**src/rtl/seg7_scan_driver_if.sv**
```systemverilog
// seg7_scan_driver_if: four-digit BCD display bus from digit producers to the scan driver
interface seg7_scan_driver_if;
   logic       enable;
   logic [3:0] dig_0;
   logic [3:0] dig_1;
   logic [3:0] dig_2;
   logic [3:0] dig_3;
   logic [3:0] dp;
   modport master (output enable, dig_0, dig_1, dig_2, dig_3, dp);
   modport slave  (input  enable, dig_0, dig_1, dig_2, dig_3, dp);
endinterface

```
**src/rtl/seg7_scan_driver.sv**
```systemverilog
// seg7_scan_driver: multiplexed common-anode 7-seg driver with per-frame snapshot and anti-ghost blanking
module seg7_scan_driver #(
   parameter int TICK_DIV  = 50000,
   parameter int BLANK_CYC = 4
) (
   input  logic               clk,
   input  logic               reset,
   seg7_scan_driver_if.slave  bus,
   output logic [3:0]         an,
   output logic [6:0]         seg,
   output logic               dp_n,
   output logic               frame_start
);
   localparam int CW = $clog2(TICK_DIV);
   localparam logic [CW-1:0] LAST  = CW'(TICK_DIV - 1);
   localparam logic [CW-1:0] BLANK = CW'(BLANK_CYC);
   logic [CW-1:0] cnt_q, cnt_d;
   logic [1:0]    slot_q, slot_d;
   logic [3:0]    sh_q [4];
   logic [3:0]    sh_d [4];
   logic [3:0]    sh_dp_q, sh_dp_d;
   logic [3:0]    an_q, an_d;
   logic [6:0]    seg_q, seg_d;
   logic          dp_n_q, dp_n_d;
   logic          frame_start_q, frame_start_d;
   function automatic logic [6:0] decode(input logic [3:0] c);
      case (c)
         4'd0:    decode = 7'h40;
         4'd1:    decode = 7'h79;
         4'd2:    decode = 7'h24;
         4'd3:    decode = 7'h30;
         4'd4:    decode = 7'h19;
         4'd5:    decode = 7'h12;
         4'd6:    decode = 7'h02;
         4'd7:    decode = 7'h78;
         4'd8:    decode = 7'h00;
         4'd9:    decode = 7'h10;
         4'd15:   decode = 7'h7F;
         default: decode = 7'h3F;
      endcase
   endfunction
   // Advance the scan position, snapshot at frame start, and form the next display outputs
   always_comb begin
      cnt_d         = cnt_q;
      slot_d        = slot_q;
      sh_d          = sh_q;
      sh_dp_d       = sh_dp_q;
      an_d          = 4'b1111;
      seg_d         = 7'h7F;
      dp_n_d        = 1'b1;
      frame_start_d = 1'b0;
      if (bus.enable) begin
         cnt_d  = (cnt_q == LAST) ? '0 : cnt_q + 1'b1;
         slot_d = (cnt_q == LAST) ? slot_q + 2'd1 : slot_q;
         if (cnt_q == '0 && slot_q == 2'd0) begin
            sh_d[0]       = bus.dig_0;
            sh_d[1]       = bus.dig_1;
            sh_d[2]       = bus.dig_2;
            sh_d[3]       = bus.dig_3;
            sh_dp_d       = bus.dp;
            frame_start_d = 1'b1;
         end
         if (cnt_q >= BLANK) begin
            an_d   = ~(4'b0001 << slot_q);
            seg_d  = decode(sh_q[slot_q]);
            dp_n_d = ~sh_dp_q[slot_q];
         end
      end
   end
   // State and registered outputs; reset dominates enable
   always_ff @(posedge clk) begin
      if (reset) begin
         cnt_q         <= '0;
         slot_q        <= 2'd0;
         sh_q          <= '{default: 4'hF};
         sh_dp_q       <= 4'h0;
         an_q          <= 4'b1111;
         seg_q         <= 7'h7F;
         dp_n_q        <= 1'b1;
         frame_start_q <= 1'b0;
      end else begin
         cnt_q         <= cnt_d;
         slot_q        <= slot_d;
         sh_q          <= sh_d;
         sh_dp_q       <= sh_dp_d;
         an_q          <= an_d;
         seg_q         <= seg_d;
         dp_n_q        <= dp_n_d;
         frame_start_q <= frame_start_d;
      end
   end
   assign an          = an_q;
   assign seg         = seg_q;
   assign dp_n        = dp_n_q;
   assign frame_start = frame_start_q;
endmodule

```
**src/flat_wrapper.sv**
```systemverilog
// flat-port wrapper written by rule: the top's interface ports become plain ports
module seg7_scan_driver_flat 
#(
   parameter int TICK_DIV  = 50000,
   parameter int BLANK_CYC = 4
)
  (clk, reset, an, seg, dp_n, frame_start, bus_enable, bus_dig_0, bus_dig_1, bus_dig_2, bus_dig_3, bus_dp);
  seg7_scan_driver_if bus_i ();
  input  logic clk;
  input  logic reset;
  output logic [3:0] an;
  output logic [6:0] seg;
  output logic dp_n;
  output logic frame_start;
  input wire logic [$bits(bus_i.enable)-1:0] bus_enable;
  input wire logic [$bits(bus_i.dig_0)-1:0] bus_dig_0;
  input wire logic [$bits(bus_i.dig_1)-1:0] bus_dig_1;
  input wire logic [$bits(bus_i.dig_2)-1:0] bus_dig_2;
  input wire logic [$bits(bus_i.dig_3)-1:0] bus_dig_3;
  input wire logic [$bits(bus_i.dp)-1:0] bus_dp;
  assign bus_i.enable = bus_enable;
  assign bus_i.dig_0 = bus_dig_0;
  assign bus_i.dig_1 = bus_dig_1;
  assign bus_i.dig_2 = bus_dig_2;
  assign bus_i.dig_3 = bus_dig_3;
  assign bus_i.dp = bus_dp;
  seg7_scan_driver #(.TICK_DIV(TICK_DIV), .BLANK_CYC(BLANK_CYC)) u_core (.clk(clk), .reset(reset), .bus(bus_i), .an(an), .seg(seg), .dp_n(dp_n), .frame_start(frame_start));
endmodule
```
**config.mk**
```make
export PLATFORM = sky130hd
export DESIGN_NAME = seg7_scan_driver_flat
export DESIGN_NICKNAME = d
export VERILOG_FILES = /design/src/rtl/seg7_scan_driver_if.sv /design/src/rtl/seg7_scan_driver.sv /design/src/flat_wrapper.sv
export SDC_FILE = /design/constraint.sdc
export NUM_CORES = 1
export LEC_CHECK = 0
export ABC_AREA = 1
export BUFFER_PORTS_ARGS = -buffer_cell sky130_fd_sc_hd__buf_2
export CORE_MARGIN = 4
export CORE_UTILIZATION = 53
export DETAILED_ROUTE_END_ITERATION = 10
export GPL_ROUTABILITY_DRIVEN = 1
export PLACE_DENSITY = 0.82
export SLEW_MARGIN = 30
export SYNTH_ARGS = -nofsm -noshare
export SYNTH_HDL_FRONTEND = slang
export SYNTH_SLANG_ARGS = --single-unit
```
**constraint.sdc**
```tcl
create_clock -name clk -period 4.07 [get_ports clk]
set_clock_uncertainty 0.2 [all_clocks]
set_input_delay 0.814 -clock clk [delete_from_list [all_inputs] [get_ports clk]]
set_output_delay 0.814 -clock clk [all_outputs]
set_load 0.02 [all_outputs]
```
==> results of run 1 <==
[logic make-up (layout without fill, tap and decap cells)]
family | count (synthesis) | in the layout
adder cells (fa/ha/maj) | 11 | 11
flip-flops | 51 | 51
buffers and inverters | 44 | 74
XOR/XNOR | 6 | 6
AO/OA/AOI/OAI | 25 | 25
AND/OR/NAND/NOR | 216 | 216
[cell usage in the layout, fill, tap and decap left out, types with 4 or more instances in the layout]
master	instances
clkbuf_8	5
nand2_1	103
buf_2	35
nand3_1	34
o211ai_1	4
inv_1	29
dfxtp_1	51
nand3_2	4
ha_1	11
xor2_1	4
a21oi_1	5
nand4_1	18
o21ai_0	4
a31oi_1	4
nor2_1	46
o21ai_1	6
[routing by layer]
layer | share of wire [%] | vias up | wire, um | global-route usage, %
met4 | 1.8 | 0 | 92 | 5.87
met1 | 49 | 1018 | 2490 | 23.4
li1 | - | 1194 | - | -
met5 | 0 | - | 0 | 0
met3 | 5.9 | 7 | 303 | 4.52
met2 | 44 | 60 | 2220 | 28.0
[final timing paths]
kind                          from             end  slack (ps)  cells past startpoint
setup / recovery  u_core.slot_q[0]  u_core.sh_q[9]        1380                      7
hold / removal      u_core.sh_q[3]  u_core.sh_q[3]         270                      2
setup reg to reg  u_core.slot_q[0]  u_core.sh_q[9]        1380                      7
hold reg to reg     u_core.sh_q[3]  u_core.sh_q[3]         270                      2
[through the flow]
| stage | util, % | hold slack (ps) | total power, mW |
|---|---|---|---|
| after global placement | 57.4 | 238 | 0.653 |
| final | 59.4 | 266 | 0.952 |
| after floorplan | - | 229 | 0.630 |
| after CTS | 59.4 | 268 | 0.956 |
| after detailed placement | 57.4 | 243 | 0.655 |
| after global routing | 59.4 | 282 | 1.00 |
[power breakdown]
part	internal [mW]	switching [mW]	leakage, nW
Combinational	0.0432	0.0671	0.813
Clock	0.127	0.180	0.0491
Sequential	0.522	0.0124	0.417
[state kept, by name, summed over array words and instances (netlist names)]
name	count
u_core.seg	7
u_core.dp_n	1
u_core.frame_start	1
u_core.sh_dp_q	4
u_core.sh_q	16
u_core.cnt_q	16
u_core.slot_q	2
u_core.an	4
[tightest hold or removal path: cells and delay by family (launching register included)]
kind / cells / cell delay, ps
AND/OR/NAND/NOR: 2 / 100
flip-flops: 1 / 340
[final cells by class]
type	instances	area (um^2)	area share, %
Sequential cell	51	1020	36.4
Timing Repair Buffer	36	183	6.51
Tap cell	67	83.8	2.99
Clock buffer	5	68.8	2.45
Clock inverter	3	26.3	0.937
Multi-Input combinational cell	258	1310	46.7
Inverter	30	113	4.02
==> out/metrics.csv, run 1 <==
stage,metric,value,unit
yosys,Yosys top cell area share,39.8,%
floorplan,die width,77.6,um
setup_path,crit path DAT,2670,ps
drt,drt via density,5.06,
yosys,Post-Syn Instances,353,
yosys,cell taking the most area after synthesis,dfxtp_1,
timing,Worst slew margin,39.5,%
drt,initial DRC count,174,
clock_network,TritonCTS buffer count,5,
timing,PnR worst setup slack,1380,ps
yosys,synth warn,0,
place,HPWL after DPL,3690,um
clock_network,CTS max path bufs,2,
clock_network,clock sink count,51,
setup_path,slowest CP cell,nor2_1,
drt,Routed Antenna Nets,0,
yosys,multiplexer area fraction after synthesis,0,%
clock_network,clk_lat worst skew,310,ps
timing,Pins Over Slew Limit,0,
setup_path,startpoint class of the critical path,flop,
yosys,synthesized area,2570,um^2
yosys,ys async rst share,0,%
drt,via count,2279,
clock_network,"Hold-fix buffers, CTS",0,
global_route,first-pass GRT wire length,8830,um
run,max cap viols,0,
drt,drt wl/cell,11.4,um
yosys,ranking of synthesized cells by area,"dfxtp_1, nand2_1, nor2_1, nand3_1, ha_1",
yosys,Post-synth top flop,dfxtp_1,
yosys,syn_area_per_cell,7.27,um^2
drt,Remaining DRCs,0,
clock_network,clk slew on worst S/H paths,100,ps
setup_path,Crit path top cell by count,nand2_1,
clock_network,TritonCTS clock tree,done,
global_route,grt total ovfl,0,
drt,WL final,5110,um
place,Placer Congestion,0.848,
yosys,Synth Register Bits,51,
place,IO Port Bufs,35,
timing,Final period util,66.1,%
floorplan,Die Y,77.6,um
layout,Post-Layout Cell Count,450,
run_status,status,"finished, final reports clean",
timing,worst-margin pin slew,906,ps
setup_path,"slowest stage delay, CP",550,ps
yosys,Post-synth EDFFs,0,
place,pre-CTS setup slack,1460,ps
floorplan,row count,25,
clock_network,CTS-repair resized insts,0,
place,# placed instances,442,
layout,Area Overhead vs Synth,9.21,%
setup_path,"critical path fanouts, max",15,
timing,final hold vios,0,
clock_network,CTS H-Tree Depth,2,
yosys,XOR/XNOR share of the synthesized area,2.05,%
power_and_ir_drop,Peak VDD IR,0.186,mV
clock_network,postcts setup bufs,0,
yosys,largest family of logic cells by synthesized area,simple AND/OR/NAND/NOR gates,
setup_path,critical path's top delay family,simple AND/OR/NAND/NOR gates,
timing,Final setup viols,0,
setup_path,Worst setup EP type,flop,
floorplan,Placeable Area,4720,um^2
global_route,antenna violations before repair,0,
floorplan,io pins,36,
place,dpl cell area,2710,um^2
timing,fin crit period,2690,ps
timing,Highest Clock Rate,372,MHz
floorplan,Initial Util,54.4,%
setup_path,required time worst endpoint,4050,ps
layout,fin nets,416,
yosys,synth cell count leaders,"nand2_1, dfxtp_1, nor2_1",
yosys,Post-Synth Simple-Gate Area,37.9,%
global_route,total track usage,17.7,%
power_and_ir_drop,P_leak,1.28,nW
global_route,largest net degree at the start of global routing,25,
layout,# fillers,440,
setup_path,critical-path cell list,inv_1 -> ha_1 -> nand2_1 -> nor2_1 -> nand3_2 -> nand2_1 -> nand3_1,
timing,total negative slack,0,ps
yosys,Synth Net Count,387,
clock_network,root buf cell,clkbuf_8,
hold_path,Hold Path Class,reg2reg,
yosys,"count leader, synth",nand2_1,
power_and_ir_drop,Pwr Density,339,nW/um^2
yosys,post-synthesis compound-gate area fraction,5.70,%
drt,Detailed Routing Iterations Pass 1,4,
yosys,post-synth cell types,31,
global_route,vias in the first global route,2078,
setup_path,critical path class,reg2reg,
floorplan,Die ar.,6020,um^2
layout,Final Cell Area,2800,um^2
layout,n_diodes,0,
layout,fraction of layout cells with a size suffix above 1,14.9,%
yosys,sequential element share of the synthesized area,39.8,%
setup_path,Critical path buffers and inverters,1,
yosys,Post-Synth Adder-Cell Area,5.36,%
timing,RSZ-0062 raised after global routing,false,
Power figures use the tool's default switching activity.
==> run 2, diff against run 1 <==
Settings changed: ABC_AREA 1 to 0.
Clock period 4.07 ns to 2.7 ns, I/O delays scaled along.
==> run 2 against run 1 <==
  * Via count fell by 20%
  * Synthesized cell count is 27% lower
  * Critical endpoint is now u_core.cnt_q[11]
  * Sequential share of layout area up 1.6 points
  * Clock power rose by 40%
  * Non-clock buffer count rose by 2
  * First-iteration DRC count shrank 60%
  * Synthesized area is 6.6% lower
  * Total power rose by 46%
  * Maximum frequency rose by 12%
  * Sequential power increased by 50%
  * Worst setup slack got worse by 1100 ps
==> out/metrics.csv, run 2 <==
stage,metric,value,unit,change
global_route,largest net degree at the start of global routing,36,,+44%
global_route,grt total ovfl,0,,unchanged
floorplan,die width,75.3,um,-3.0%
setup_path,critical-path cell list,ha_1 -> or4bb_1 -> or4_4 -> o21ai_4 -> nor2_1,,
layout,highest-count cells in the layout ignoring fill and taps,"dfxtp_1, nor2_1, buf_2, nand2_1, mux2i_1",,
timing,fin crit period,2400,ps,-288 ps
layout,fraction of layout cells with a size suffix above 1,19.6,%,+4.7 points
yosys,Yosys top cell area share,42.6,%,+2.8 points
floorplan,io pins,36,,unchanged
timing,final hold vios,0,,unchanged
run_status,status,"finished, final reports clean",,
yosys,synth warn,0,,unchanged
yosys,Post-Syn Instances,257,,-27%
yosys,synth cell count leaders,"dfxtp_1, nor2_1, nand2_1",,
yosys,ranking of synthesized cells by area,"dfxtp_1, mux2i_1, nor2_1, ha_1, mux4_2",,
clock_network,clock sink count,51,,unchanged
yosys,post-synth cell types,38,,+23%
global_route,first-pass GRT wire length,7490,um,-15%
timing,Worst slew margin,70.7,%,+31 points
clock_network,CTS H-Tree Depth,2,,unchanged
floorplan,Initial Util,55.1,%,+0.70 points
global_route,vias in the first global route,1671,,-20%
drt,Routed Antenna Nets,0,,unchanged
setup_path,required time worst endpoint,2680,ps,-1370 ps
timing,Pins Over Slew Limit,0,,unchanged
run,max cap viols,0,,unchanged
yosys,synthesized area,2400,um^2,-6.6%
yosys,"count leader, synth",dfxtp_1,,
yosys,cell taking the most area after synthesis,dfxtp_1,,
setup_path,startpoint class of the critical path,flop,,
clock_network,root buf cell,clkbuf_8,,
power_and_ir_drop,Pwr Density,517,nW/um^2,+52%
setup_path,crit path DAT,2380,ps,-290 ps
drt,initial DRC count,69,,-60%
clock_network,TritonCTS clock tree,done,,
global_route,total track usage,17.4,%,-0.27 points
clock_network,"Hold-fix buffers, CTS",0,,unchanged
setup_path,"slowest stage delay, CP",450,ps,-100 ps
timing,Highest Clock Rate,417,MHz,+12%
setup_path,critical path class,reg2reg,,
timing,total negative slack,0,ps,unchanged
yosys,syn_area_per_cell,9.33,um^2,+28%
yosys,sequential element share of the synthesized area,42.6,%,+2.8 points
hold_path,Hold Path Class,reg2reg,,
clock_network,CTS max path bufs,2,,unchanged
place,IO Port Bufs,35,,unchanged
drt,drt wl/cell,13.2,um,+16%
clock_network,clk slew on worst S/H paths,90,ps,about the same
drt,WL final,4510,um,-12%
setup_path,"critical path fanouts, max",16,,+1
clock_network,TritonCTS buffer count,5,,unchanged
place,Placer Congestion,0.825,,-2.7%
power_and_ir_drop,Peak VDD IR,0.330,mV,+77%
setup_path,slowest CP cell,dfxtp_1,,
timing,worst-margin pin slew,439,ps,-467 ps
clock_network,CTS-repair resized insts,0,,unchanged
drt,drt via density,5.34,,+5.4%
layout,"commonest non-fill, non-tap cell in the layout",dfxtp_1,,
drt,Remaining DRCs,0,,unchanged
yosys,ys async rst share,0,%,unchanged
timing,RSZ-0062 raised after global routing,false,,
setup_path,Worst setup EP type,flop,,
yosys,Synth Net Count,291,,-25%
floorplan,Die Y,75.3,um,-3.0%
power_and_ir_drop,P_leak,1.07,nW,-16%
global_route,antenna violations before repair,0,,unchanged
drt,Detailed Routing Iterations Pass 1,4,,unchanged
floorplan,row count,24,,-4.0%
yosys,Post-synth top flop,dfxtp_1,,
layout,fin nets,324,,-22%
layout,Area Overhead vs Synth,12.1,%,
clock_network,clk_lat worst skew,300,ps,about the same
timing,Final period util,88.9,%,+23 points
timing,Min Hold Slack,267,ps,+0.770 ps
timing,Final setup viols,0,,unchanged
floorplan,Placeable Area,4350,um^2,-7.8%
drt,via count,1831,,-20%
floorplan,Die ar.,5660,um^2,-6.0%
layout,n_diodes,0,,unchanged
setup_path,Critical path buffers and inverters,0,,-1
clock_network,postcts setup bufs,0,,unchanged
setup_path,critical path's top delay family,simple AND/OR/NAND/NOR gates,,
yosys,Post-synth EDFFs,0,,unchanged
yosys,Synth Register Bits,51,,unchanged
place,HPWL after DPL,3230,um,-13%
layout,Util after Layout,61.7,%,+2.3 points
==> run 2: cell count changes after synthesis, sizes merged, moves of 5 or more <==
cell / delta
buf: -6
mux2i: +22
nand2: -81
mux4: +5
nor4: +5
or3: +6
inv: -20
nand3: -32
nand4: -13
==> run 2: metrics by stage <==
stage / instances / area [um^2] / setup slack, ps / total power [mW]
2_1_floorplan: 257 / 2400 / 498 / 0.936
3_3_place_gp: 335 / 2600 / 422 / 0.970
3_5_place_dp: 335 / 2600 / 309 / 0.976
4_1_cts: 343 / 2690 / 288 / 1.40
5_1_grt: 343 / 2690 / 132 / 1.45
6_report: 343 / 2690 / 299 / 1.39
==> run 2: layout make-up <==
type                            instances  area (um^2)
Timing Repair Buffer                   38          210
Clock buffer                            6         72.6
Clock inverter                          2         12.5
Fill cell                             358         1670
Inverter                               11         41.3
Multi-Input combinational cell        183         1260
Tap cell                               52         65.1
Sequential cell                        51         1020
==> run 2: worst paths after layout <==
| check | cells after the start | slack [ps] | startpoint | end |
|---|---|---|---|---|
| min | 2 | 270 | u_core.sh_dp_q[3] | u_core.sh_dp_q[3] |
| max reg2reg | 5 | 300 | u_core.cnt_q[0] | u_core.cnt_q[11] |
| min reg2reg | 2 | 270 | u_core.sh_dp_q[3] | u_core.sh_dp_q[3] |
| max | 5 | 300 | u_core.cnt_q[0] | u_core.cnt_q[11] |
==> run 2: routing by layer <==
metal  vias to the layer above  global-route usage [%]  wire length [um]
met5                         -                       0                 0
met4                         0                    6.21                76
met3                         7                    4.41               241
met2                        43                    27.6              2050
met1                       834                    23.2              2150
li1                        947                       -                 -
==> run 2: kinds of logic after synthesis <==
logic type                 count (synthesis)  share of synthesized area, %
and+or+nand+nor                          108                          22.2
DFF                                       51                          42.6
muxes                                     28                          14.4
AOI/OAI and AO/OA                         25                          6.42
buffers and inverters                     23                          4.70
xor gates and xnor gates                  11                          4.02
adders and majority gates                 11                          5.74
==> run 2: worst reg2reg max path: stages, from the launching register on <==
cell     delay [ps]
dfxtp_1         450
ha_1            280
or4bb_1         410
or4_4           450
o21ai_4         370
nor2_1          120
==> run 2: report_power, final <==
group | switching [mW] | internal (mW)
clock | 0.248 | 0.182
combinational | 0.0834 | 0.0756
sequential | 0.0185 | 0.782
total | 0.350 | 1.04
